File: config.mk
export PLATFORM = sky130hd
export DESIGN_NAME = pkt_buf_ctrl
export DESIGN_NICKNAME = d
export VERILOG_FILES = /design/src/rtl/pkt_buf_ctrl_pkg.sv /design/src/rtl/pkt_buf_rd_pipe.sv /design/src/rtl/pkt_buf_ctrl.sv
export SDC_FILE = /design/constraint.sdc
export NUM_CORES = 1
export LEC_CHECK = 0
export CAP_MARGIN = 10
export CORE_AREA = 10 10 116 118
export CTS_BUF_LIST = sky130_fd_sc_hd__clkbuf_4
export DETAILED_ROUTE_END_ITERATION = 12
export DIE_AREA = 0 0 126 128
export PLACE_DENSITY = 0.88
export SKIP_CTS_REPAIR_TIMING = 1
export SLEW_MARGIN = 5
export SYNTH_ARGS = -nofsm -noshare
export SYNTH_HDL_FRONTEND = slang
export SYNTH_SLANG_ARGS = --single-unit
File: constraint.sdc
create_clock -name clk -period 5.6 [get_ports clk]
set_clock_uncertainty 0.1 [all_clocks]
set_input_delay 1.12 -clock clk [delete_from_list [all_inputs] [get_ports clk]]
set_output_delay 1.12 -clock clk [all_outputs]
set_load 0.005 [all_outputs]
File: src/rtl/pkt_buf_ctrl_pkg.sv
// Shared types and constants for the packet buffer control stage.
package pkt_buf_ctrl_pkg;

    typedef enum logic [1:0] {
        StIdle = 2'd0,
        StRecv = 2'd1,
        StProc = 2'd2,
        StSend = 2'd3
    } state_e;

    localparam logic SelNet = 1'b0;
    localparam logic SelCpu = 1'b1;

    localparam int unsigned DefDataW = 64;
    localparam int unsigned DefAddrW = 8;

endpackage

File: src/rtl/pkt_buf_rd_pipe.sv
// SEND-side read issue pipeline: walks rd_ptr up to pkt_len and tracks the 1-cycle BRAM latency.
module pkt_buf_rd_pipe #(
    parameter int unsigned ADDR_W = 8
) (
    input  logic              clk,
    input  logic              reset_n,
    input  logic              active,
    input  logic              out_rdy,
    input  logic [ADDR_W-1:0] pkt_len,
    output logic [ADDR_W-1:0] raddr,
    output logic              valid,
    output logic              eop
);

    logic [ADDR_W-1:0] rd_ptr_q;
    logic              fin_q;
    logic              valid_q;
    logic              eop_q;
    logic              issue;
    logic              last;

    // fin_q rather than a wide compare so a full 2^ADDR_W packet does not re-issue after wrap.
    assign issue = active && out_rdy && !fin_q;
    assign last  = (rd_ptr_q == pkt_len);

    always_ff @(posedge clk) begin
        if (!reset_n) begin
            rd_ptr_q <= '0;
            fin_q    <= 1'b0;
            valid_q  <= 1'b0;
            eop_q    <= 1'b0;
        end else begin
            valid_q <= issue;
            eop_q   <= issue && last;
            if (!active) begin
                rd_ptr_q <= '0;
                fin_q    <= 1'b0;
            end else if (issue) begin
                rd_ptr_q <= rd_ptr_q + ADDR_W'(1);
                fin_q    <= last;
            end
        end
    end

    assign raddr = rd_ptr_q;
    assign valid = valid_q;
    assign eop   = eop_q;

endmodule

File: src/rtl/pkt_buf_ctrl.sv
// Packet buffer controller: receive one packet, lend the buffer to the CPU, then stream it out.
module pkt_buf_ctrl
    import pkt_buf_ctrl_pkg::*;
#(
    parameter int unsigned DATA_W = DefDataW,
    parameter int unsigned ADDR_W = DefAddrW
) (
    input  logic              clk,
    input  logic              reset_n,
    input  logic [DATA_W-1:0] in_data,
    input  logic              in_eop,
    input  logic              in_wr,
    output logic              in_rdy,
    output logic [DATA_W-1:0] out_data,
    output logic              out_eop,
    output logic              out_wr,
    input  logic              out_rdy,
    input  logic [ADDR_W-1:0] cpu_addr,
    input  logic              cpu_we,
    input  logic              cpu_done,
    output logic [DATA_W-1:0] cpu_rdata,
    output logic              pkt_ready,
    output logic [ADDR_W-1:0] pkt_len,
    output logic [15:0]       drop_cnt,
    output logic              mem_wsel,
    output logic              mem_we,
    output logic [ADDR_W-1:0] mem_waddr,
    output logic [ADDR_W-1:0] mem_raddr,
    input  logic [DATA_W-1:0] mem_rdata
);

    state_e            state_q;
    logic [ADDR_W-1:0] tail_q;
    logic [ADDR_W-1:0] pkt_len_q;
    logic [15:0]       drop_cnt_q;
    logic              drop_q;
    logic              pkt_ready_q;
    logic              accepting;
    logic [ADDR_W-1:0] rd_addr;

    // in_data is unused here: it reaches the BRAM through the external write-data mux.
    logic unused_in_data;
    assign unused_in_data = ^in_data;

    assign accepting = reset_n && (state_q == StIdle || state_q == StRecv);
    assign in_rdy    = accepting;

    always_comb begin
        mem_wsel  = SelNet;
        mem_we    = 1'b0;
        mem_waddr = tail_q;
        mem_raddr = rd_addr;
        if (accepting) begin
            mem_we = in_wr && !drop_q;
        end else if (state_q == StProc) begin
            mem_wsel  = SelCpu;
            mem_we    = reset_n && cpu_we;
            mem_waddr = cpu_addr;
            mem_raddr = cpu_addr;
        end
    end

    always_ff @(posedge clk) begin
        if (!reset_n) begin
            state_q     <= StIdle;
            tail_q      <= '0;
            pkt_len_q   <= '0;
            drop_cnt_q  <= '0;
            drop_q      <= 1'b0;
            pkt_ready_q <= 1'b0;
        end else begin
            unique case (state_q)
                StIdle, StRecv: begin
                    if (in_wr) begin
                        if (drop_q) begin
                            if (in_eop) begin
                                drop_q  <= 1'b0;
                                tail_q  <= '0;
                                state_q <= StIdle;
                                if (drop_cnt_q != 16'hffff) drop_cnt_q <= drop_cnt_q + 16'd1;
                            end
                        end else begin
                            tail_q <= tail_q + ADDR_W'(1);
                            if (in_eop) begin
                                pkt_len_q   <= tail_q;
                                pkt_ready_q <= 1'b1;
                                state_q     <= StProc;
                            end else begin
                                state_q <= StRecv;
                                if (tail_q == '1) drop_q <= 1'b1;
                            end
                        end
                    end
                end
                StProc: begin
                    if (cpu_done) state_q <= StSend;
                end
                StSend: begin
                    if (out_wr && out_eop) begin
                        state_q     <= StIdle;
                        tail_q      <= '0;
                        pkt_ready_q <= 1'b0;
                    end
                end
                default: state_q <= StIdle;
            endcase
        end
    end

    pkt_buf_rd_pipe #(
        .ADDR_W (ADDR_W)
    ) u_rd_pipe (
        .clk     (clk),
        .reset_n (reset_n),
        .active  (state_q == StSend),
        .out_rdy (out_rdy),
        .pkt_len (pkt_len_q),
        .raddr   (rd_addr),
        .valid   (out_wr),
        .eop     (out_eop)
    );

    // BRAM output is already registered; gate it so idle cycles show zero.
    assign out_data  = out_wr ? mem_rdata : '0;
    assign cpu_rdata = mem_rdata;
    assign pkt_ready = pkt_ready_q;
    assign pkt_len   = pkt_len_q;
    assign drop_cnt  = drop_cnt_q;

endmodule
Word level (Yosys, flattened, before mapping)
Index checks and enable logic that the tools add are counted.
W data, S select, Z words.
{"block": "word_totals", "elab_cells": 76, "register_bits": 47, "input_bits": 143}
{"block": "op_classes", "n_bitwise": 1, "muxes": 30, "n_addsub": 3, "n_reduce_logical": 20, "eq_ne": 12}
{"cell": "$mux W64", "count": 1}
{"cell": "$mux W8", "count": 8}
{"cell": "$add A16 B1 Y16 const B", "count": 1}
{"cell": "$add A8 B1 Y8 const B", "count": 2}
{"cell": "$ne A16 B16 Y1 const B", "count": 1}
{"cell": "$pmux W8 S2", "count": 1}
{"cell": "$mux W1", "count": 12}
{"cell": "$mux W2", "count": 6}
{"cell": "$reduce_and A4 Y1", "count": 3}
{"cell": "$ne A2 B2 Y1 const B", "count": 5}
{"cell": "$reduce_and A5 Y1", "count": 2}
{"cell": "$eq A8 B8 Y1", "count": 1}
{"cell": "$eq A8 B8 Y1 const B", "count": 1}
{"cell": "$logic_and A1 B1 Y1", "count": 7}
{"cell": "$pmux W2 S3", "count": 1}
{"cell": "$eq A2 B2 Y1 const B", "count": 2}
{"cell": "$reduce_and A2 Y1", "count": 2}
{"cell": "$ne A3 B3 Y1 const B", "count": 1}
{"cell": "$eq A2 B1 Y1 const B", "count": 1}
{"cell": "$logic_not A1 Y1", "count": 2}
{"cell": "$logic_not A2 Y1", "count": 1}
{"cell": "$pmux W1 S2", "count": 1}
{"cell": "$reduce_bool A2 Y1", "count": 1}
{"cell": "$reduce_or A2 Y1", "count": 1}
{"cell": "2 further kinds", "count": 2}

Longest topological paths before layout
Gate-level depths: netlist (run 1).
{"block": "logic_depth", "word_depth": 4, "mapped_depth": 7, "ltp_nobuf": 6}

Hierarchy
From an unflattened synthesis (run 1), not the netlist that was laid out.
{"block": "hier_totals", "hier_cells": 449, "hier_area_um2": 3347.0}
{"mod": "pkt_buf_ctrl", "area_per_inst_um2": 2781.4, "instances": 1, "cells_per_inst": 386, "seq_area_each_um2": 720.7}
{"mod": "pkt_buf_rd_pipe", "area_per_inst_um2": 565.5, "instances": 1, "cells_per_inst": 63, "seq_area_each_um2": 220.2}

Worst setup path after synthesis (run 1)
Ideal clock, no wire load.
{"block": "synth_timing", "kind": "input to output", "startpoint": "input port reset_n", "endpoint": "output port in_rdy", "t_required_ns": 4.380, "path_buffers": 1, "arrival_ns": 1.474, "cell_stages": 2, "setup_slack_ns": 2.906, "cell_sequence": "clkbuf_1 > nor2b_1"}
{"block": "synth_via", "elab_chain_cells": 1}
{"item": "start: declaration", "line": "pkt_buf_ctrl.sv:9", "rtl": "input logic reset_n,"}
{"item": "$logic_and A1 B1 Y1", "line": "pkt_buf_ctrl.sv:45", "rtl": "assign accepting = reset_n && (state_q == StIdle || state_q == StRecv);"}
{"item": "end: declaration", "line": "pkt_buf_ctrl.sv:13", "rtl": "output logic in_rdy,"}
Every way passes these cells.

Final worst setup path (run 1)
{"block": "layout_timing", "startpoint": "register state_q[1]", "endpoint": "output port mem_we"}
{"block": "layout_via", "elab_chain_cells": 4, "word_cells_on_any_way": 7, "classes_between": "eq/ne (2); mux (2); reduce/logical (3)"}
{"item": "start: declaration", "line": "pkt_buf_ctrl.sv:32", "rtl": "state_e state_q;"}
{"item": "start signal: assignment", "line": "pkt_buf_ctrl.sv:65", "rtl": "state_q <= StIdle;"}
{"item": "start signal: assignment", "line": "pkt_buf_ctrl.sv:79", "rtl": "state_q <= StIdle;"}
{"item": "start signal: assignment", "line": "pkt_buf_ctrl.sv:87", "rtl": "state_q <= StProc;"}
{"item": "$eq A2 B1 Y1 / $logic_not A2 Y1 (equally long branches)", "line": "pkt_buf_ctrl.sv:45"}
{"item": "$logic_or A1 B1 Y1", "line": "pkt_buf_ctrl.sv:45"}
{"item": "$logic_and A1 B1 Y1", "line": "pkt_buf_ctrl.sv:45"}
{"item": "$mux W1 *", "line": "pkt_buf_ctrl.sv:53", "rtl": "if (accepting) begin"}
{"item": "end: declaration", "line": "pkt_buf_ctrl.sv:26", "rtl": "output logic mem_we,"}
Every way passes the cells marked *; elsewhere a longest branch is shown, timed or not.

==> out/results.tsv, run 1 <==
metric	value	unit
syn_nets	573	
synthesis.area	3312	µm²
rsz0062_at_grt	no	
cp.required	4380	ps
finalPower	0.7170	mW
relSlewSlack	37.02	%
fmax	256.0	MHz
drive_above_1_share	3.947	%
dp_cells	743	
htreeDepth	2	
final_cell_mix	252 x clkdlybuf4s50_1, 75 x and2_1, 73 x nand2_1	
status	complete, no violations	
wirelength	14.49	mm
pre_cts_slack	1793	ps
final_common_cell	clkdlybuf4s50_1	
cts.path.max_buffers	2	
clock_sinks	47	
crit_path_max_fanout	17	
fin_crit	3907	ps
hold_violations	0	
dieArea	16130	µm²
synth.distinct_cells	45	
cp.arrival	2690	ps
first_global_vias	3428	
grt_pass1_wl	21.33	mm
clkTransAtPathRegs	150	ps
die_y	128	µm
setup_violations	0	
end_kind	primary output	
initialDrtViolationCount	246	
multi_input_area	1809	µm²
drc	0	
rows	39	
tritoncts	yes	
dr.pass1.iters	4	
areaGrowthSynthToFinish	67.13	%
core_region_area	11220	µm²
avgSynthCellArea	7.756	µm²
grt_overflow_total	0	
worstHoldPathCells	2	
setup_tns	0	ps
via_per_inst	4.635	
port_buffers	252	
antenna_cells	0	
track_usage	16.41	%
yosysSeqAreaShare	28.41	%
pwr_density_cell	129.5	nW/µm²
regArea	940.9	µm²
slew_viol_final	0	
insertion_delay	380	ps
postSynthCellCount	427	
stdcell_count	751	
antenna_left	0	
place.gp.congestion	0.9610	
yosysWarningCount	0	
maxCapViolations	0	
antenna_found_initial	0	
period_share	69.76	%
hpwl	12.33	mm
die_x	126	µm
nets	753	
critPathLaunchType	flip-flop	
max_slew.worst_pin.slew	941.5	ps
numCtsBuffers	5	
ctsRootBufferMaster	clkbuf_4	
initial_core_util	29.51	%
wire_per_inst	19.29	µm
ys_ff_latch	47	
grt_max_degree	64	
criticalPathCategory	reg2out	
power_leakage	2.102	nW
hp-class	reg2reg	
vias	3481	
rr_worst_depth	6	
nFillCells	1048	
ir_worst_vdd	0.09451	mV
io_pins	317	
setup_slack	1693	ps
cell type report:
| cell class | instances | share of cell area, % |
|---|---|---|
| multi-input cells | 297 | 32.69 |
| inverters | 2 | 0.1356 |
| flip-flops and latches | 47 | 17.00 |
| repair buffers | 254 | 45.84 |
| well taps | 143 | 3.232 |
| clock buffers | 6 | 0.8137 |
| clock inverters | 2 | 0.2939 |
report_power, final:
part	internal, mW	switching (mW)	leakage [nW]
combinational	0.124	0.0686	1.69
clock	0.0558	0.122	0.0323
sequential	0.339	0.00769	0.379
path summary, 6_finish.rpt:
path | from | end | slack [ps]
hold reg to reg | pkt_ready$_SDFFE_PN0P_ | pkt_ready$_SDFFE_PN0P_ | 370
setup / recovery | state_q[1]$_SDFFE_PN0P_ | mem_we | 1690
setup reg to reg | drop_cnt[0]$_SDFFE_PN0P_ | drop_cnt[9]$_SDFFE_PN0P_ | 3110
hold / removal | pkt_ready$_SDFFE_PN0P_ | pkt_ready$_SDFFE_PN0P_ | 370
worst max-delay path, stage by stage (launching register included):
cell,delay [ps]
dfxtp_1,600
nand2b_1,440
inv_1,470
a22oi_1,150
nor2b_1,120
clkdlybuf4s50_1,510
state kept, by name, summed over array words and instances (netlist names), 2 cells and up:
signal / count
drop_cnt: 16
pkt_len: 8
state_q: 2
tail_q: 8
u_rd_pipe.raddr: 8
stage by stage:
step | instance area, µm² | hold slack, ps | utilization, %
6_report | 5535 | 374.2 | 49.32
5_1_grt | 5535 | 423.4 | 49.32
4_1_cts | 5535 | 378.9 | 49.32
3_5_place_dp | 5474 | 359.6 | 48.77
3_3_place_gp | 5474 | 358.4 | 48.77
2_1_floorplan | 3312 | 356.6 | -
Yosys cell counts, drive strengths merged:
master | number | area [µm²]
o21ai | 7 | 35.03
a21oi | 4 | 20.02
and2b | 1 | 7.510
o41ai | 1 | 27.53
dfxtp | 47 | 940.9
nand4 | 10 | 75.07
and4b | 2 | 20.02
nor3 | 6 | 40.04
or2 | 1 | 6.260
nor2b | 6 | 37.54
and2 | 75 | 469.2
clkbuf | 14 | 52.55
and3 | 3 | 18.77
nor3b | 2 | 15.01
a41oi | 1 | 8.760
xor2 | 19 | 166.4
nor4b | 1 | 8.760
nand3 | 11 | 72.57
ha | 3 | 37.54
nand2 | 73 | 274.0
a221oi | 1 | 8.760
a21boi | 16 | 123.9
or3 | 6 | 41.29
o22ai | 1 | 6.260
buf | 67 | 501.7
inv | 2 | 7.510
mux2i | 2 | 20.02
a22oi | 1 | 7.510
xnor2 | 12 | 105.1
nor2 | 22 | 85.09
nand2b | 3 | 18.77
a21bo | 1 | 10.01
and4 | 2 | 17.52
nor4 | 4 | 25.02
logic make-up after synthesis:
family	Yosys count	synth area share [%]
and+or+nand+nor	228	37.21
muxes	2	0.6045
AOI/OAI and AO/OA	33	7.481
DFF	47	28.41
adders and majority gates	3	1.133
buffers and inverters	83	16.96
xor gates and xnor gates	31	8.198
layer usage:
layer / global-route usage, % / vias to the layer above / share of wire (%)
met4: 4.086 / 0 / 1.2
met2: 31.45 / 143 / 54
met5: 0 / - / 0
li1: - / 1693 / -
met1: 17.00 / 1634 / 37
met3: 4.839 / 11 / 7.8
No activity file was read; power rests on OpenSTA's default activity.
==> run 2, diff against run 1 <==
Settings changed: CORE_AREA 10 10 116 118 to default, CORE_MARGIN from default to 10, CORE_UTILIZATION from default to 28, DIE_AREA 0 0 126 128 to default, PLACE_DENSITY 0.88 to 0.87.
Clock period 5.6 ns to 3.55 ns, I/O delays scaled along.
==> run 2 against run 1 <==
  * Utilization decreased by 1.1 points
  * Wire length decreased by 3.3%
  * Via count fell by 1.4%
  * Largest power group unchanged
  * Sequential power is 57% higher
  * Critical path depth grew 1
  * Critical endpoint unchanged
  * Hold slack improved by 7.2 ps
  * Global-route usage decreased by 0.92 points
  * Highest routed layer unchanged
  * Register-to-register slack worse by 2000 ps
  * Non-clock buffer count rose by 3
  * Combinational power grew 61%
  * First-iteration DRC count decreased by 6.1%
  * Clock power increased by 53%
==> out/results.tsv, run 2 (synthesized netlist as in run 1, its figures left out) <==
metric	value	unit
rsz0062_at_grt	no	
cp.required	2740	ps
core_region_area	11520	µm²
hp-class	reg2reg	
drive_above_1_share	4.419	%
die_y	128.8	µm
maxCapViolations	0	
setup_violations	0	
antenna_cells	0	
setup_slack	495.4	ps
pwr_density_cell	202.2	nW/µm²
cts.path.max_buffers	2	
finalPower	1.124	mW
vias	3433	
period_share	86.04	%
dieArea	16580	µm²
max_slew.worst_pin.slew	898.0	ps
fmax	327.4	MHz
rows	39	
slowest_stage	clkdlybuf4s50_1	
port_buffers	252	
largest_reg_flops	16	
nets	756	
max_stage_delay	510	ps
hold_violations	0	
antenna_left	0	
end_kind	primary output	
status	complete, no violations	
io_pins	317	
power_leakage	2.117	nW
antenna_found_initial	0	
critPathLaunchType	flip-flop	
fin_crit	3055	ps
tritoncts	yes	
drc	0	
insertion_delay	380	ps
clkTransAtPathRegs	150	ps
htreeDepth	2	
hpwl	12.03	mm
initialDrtViolationCount	231	
dr.pass1.iters	4	
grt_overflow_total	0	
ir_worst_vdd	0.1451	mV
slew_viol_final	0	
crit_path_max_fanout	17	
setup_tns	0	ps
relSlewSlack	39.93	%
pre_cts_slack	711.3	ps
cp.arrival	2240	ps
wirelength	14.01	mm
wire_per_inst	18.59	µm
first_global_vias	3406	
initial_core_util	28.76	%
grt_max_degree	66	
clock_sinks	47	
criticalPathCategory	reg2out	
final_common_cell	clkdlybuf4s50_1	
via_per_inst	4.553	
grt_pass1_wl	20.39	mm
place.gp.congestion	0.8955	
die_x	128.8	µm
cp_cell_sequence	nand2b_1, buf_4, inv_1, a22oi_1, nor2b_1, clkdlybuf4s50_1	
ctsRootBufferMaster	clkbuf_4	
numCtsBuffers	5	
track_usage	15.49	%
final_cell_mix	252 x clkdlybuf4s50_1, 75 x and2_1, 73 x nand2_1	
areaGrowthSynthToFinish	67.81	%
-- run 2: worst paths after layout --
| check | startpoint | endpoint | slack, ps | cells past startpoint |
|---|---|---|---|---|
| worst min-delay path | pkt_ready$_SDFFE_PN0P_ | pkt_ready$_SDFFE_PN0P_ | 380 | 2 |
| worst max-delay path | state_q[0]$_SDFFE_PN0P_ | mem_we | 500 | 6 |
| worst max register to register | drop_cnt[0]$_SDFFE_PN0P_ | drop_cnt[15]$_SDFFE_PN0P_ | 1100 | 6 |
| worst min register to register | pkt_ready$_SDFFE_PN0P_ | pkt_ready$_SDFFE_PN0P_ | 380 | 2 |
-- run 2: per-layer routing --
layer  track usage [%]  vias to the layer above  wire (µm)
met5                 0                        -          0
met4             3.679                        0        157
met1             16.27                     1584       5255
met3             3.901                       10       1124
li1                  -                     1698          -
met2             30.04                      141       7477
-- run 2: per-stage QoR --
step	instances	hold slack (ps)	instance area (µm²)	util, %
after floorplan	427	356.6	3312	-
after global placement	746	352.2	5497	47.73
after detailed placement	746	370.3	5497	47.73
after CTS	754	388.3	5558	48.26
after global routing	754	420.7	5558	48.26
final	754	381.5	5558	48.26
-- run 2: layout make-up --
class,count,area (µm²)
clock inverter,2,16.27
multi-input combinational,297,1809
timing repair buffer,257,2560
clock buffer,6,45.04
fill,1095,5958
sequential,47,940.9
tap,143,178.9
inverter,2,7.507
-- run 2: where the power goes --
part           total (mW)  leakage (nW)  internal [mW]  switching (mW)
Combinational       0.310          1.71          0.199           0.110
Sequential          0.544         0.379          0.535         0.00904
Clock               0.270        0.0323         0.0880           0.182
-- run 2: worst max-delay path, delay by kind of cell (launching register included) --
kind	cells	cell delay [ps]
buf+inv	3	1030
compound gates	1	150
flops	1	410
simple gates	2	290
==> run 3, diff against run 2 <==
Settings changed: CORE_UTILIZATION 28 to 31, PLACE_DENSITY 0.87 to 0.91.
Clock period 3.55 ns to 3.5 ns, I/O delays scaled along.
==> run 3 against run 2 <==
  * Die area is 8.2% lower
  * Hold slack hardly changed
  * Power is 1.5% higher
  * Sequential share of layout area hardly changed
  * Clock power is 1% higher
  * Cell count is 1.1% lower
  * Register-to-register slack worse by 40 ps
  * Cell area is 0.29% lower
  * Non-clock buffer count is 1 lower
  * Largest power group unchanged
  * Highest routed layer unchanged
==> out/results.tsv, run 3 (synthesized netlist as in run 1, its figures left out) <==
metric	value	unit
status	complete, no violations	
hpwl	12.53	mm
power_leakage	2.112	nW
core_region_area	10370	µm²
antenna_left	0	
max_slew.worst_pin.slew	888.5	ps
insertion_delay	370	ps
hp-class	reg2reg	
wirelength	14.33	mm
vias	3468	
multi_input_area	1809	µm²
port_buffers	252	
cp.arrival	2330	ps
clkTransAtPathRegs	150	ps
via_per_inst	4.649	
drc	0	
nFillCells	934	
p_seq_share	48.5	%
rows	37	
criticalPathCategory	reg2out	
maxCapViolations	0	
intPower	0.8327	mW
track_usage	16.93	%
nets	755	
final_cell_mix	252 x clkdlybuf4s50_1, 75 x and2_1, 73 x nand2_1	
regArea	940.9	µm²
switching_share	26.99	%
setup_violations	0	
period_share	89.34	%
crit_family	buffers and inverters	
drive_above_1_share	4.262	%
die_y	123.4	µm
rr_worst_depth	6	
first_global_vias	3389	
cp.depth	6	
grt_pass1_wl	20.31	mm
tritoncts	yes	
grt_max_degree	66	
rrSetupSlack	1060	ps
critical_path_buf_inv_count	3	
areaGrowthSynthToFinish	67.32	%
cp_cell_sequence	nand2b_1, buf_4, inv_1, a22oi_1, nor2b_1, clkdlybuf4s50_1	
end_kind	primary output	
hold_violations	0	
clock_sinks	47	
io_pins	317	
timing.hold.ws	381.3	ps
initial_core_util	31.94	%
wire_per_inst	19.21	µm
initialDrtViolationCount	176	
numCtsBuffers	5	
antenna_cells	0	
fin_util	53.44	%
p_switching	0.3079	mW
rsz0062_at_grt	no	
antenna_found_initial	0	
relSlewSlack	40.57	%
grt_overflow_total	0	
combPwrFrac	27.4	%
worstHoldPathCells	2	
htreeDepth	2	
p_clk_share	24.0	%
die_x	123.4	µm
crit_path_max_fanout	17	
dieArea	15220	µm²
slowest_stage	dfxtp_1	
max_stage_delay	570	ps
pwr_density_cell	205.8	nW/µm²
ctsRootBufferMaster	clkbuf_4	
setup_slack	373.1	ps
postPlaceCellArea	5480	µm²
cp.required	2700	ps
largest_reg_flops	16	
fmax	319.8	MHz
critPathLaunchType	flip-flop	
ir_worst_vdd	0.1672	mV
slew_viol_final	0	
pre_cts_slack	714.9	ps
final_common_cell	clkdlybuf4s50_1	
dr.pass1.iters	4	
cts.path.max_buffers	2	
place.gp.congestion	0.9835	
fin_crit	3127	ps
stdcell_area	5542	µm²
setup_tns	0	ps
## run 3: cell count changes in the layout (fill, tap and decap cells not counted), sizes merged
cell,previous run,this run
buf,5,4
## run 3: final cells by class
class                      instances  area share, %
timing repair buffer             256          46.06
multi-input combinational        297          32.65
sequential                        47          16.98
tap                              136          3.071
clock buffer                       6         0.8128
clock inverter                     2         0.2935
inverter                           2         0.1355
## run 3: tightest hold or removal path, stage by stage, from the launching register on
cell	delay, ps
dfxtp_1	340
nand2_1	50
a21boi_0	70
## run 3: worst paths after layout
path | startpoint | to
worst max-delay path | state_q[1]$_SDFFE_PN0P_ | mem_we
worst min-delay path | pkt_ready$_SDFFE_PN0P_ | pkt_ready$_SDFFE_PN0P_
worst max register to register | drop_cnt[0]$_SDFFE_PN0P_ | drop_cnt[15]$_SDFFE_PN0P_
worst min register to register | pkt_ready$_SDFFE_PN0P_ | pkt_ready$_SDFFE_PN0P_
## run 3: per-layer routing
metal	up-vias	GRT usage, %	wire length (µm)
li1	1703	-	-
met1	1613	16.75	4946
met2	145	34.65	8069
met3	7	4.421	1228
met4	0	2.402	87
met5	-	0	0
## run 3: power groups by stage
stage / clock, mW / combinational, mW / sequential (mW)
2_1_floorplan: 0 / 0.124 / 0.560
3_3_place_gp: 0 / 0.311 / 0.564
3_5_place_dp: 0 / 0.317 / 0.565
4_1_cts: 0.280 / 0.318 / 0.553
5_1_grt: 0.298 / 0.334 / 0.555
6_report: 0.274 / 0.313 / 0.554
## run 3: per-stage QoR
stage                     power (mW)  instances
after floorplan               0.6834        427
after global placement        0.8753        738
after detailed placement      0.8820        738
after CTS                      1.152        746
after global routing           1.187        746
final                          1.141        746
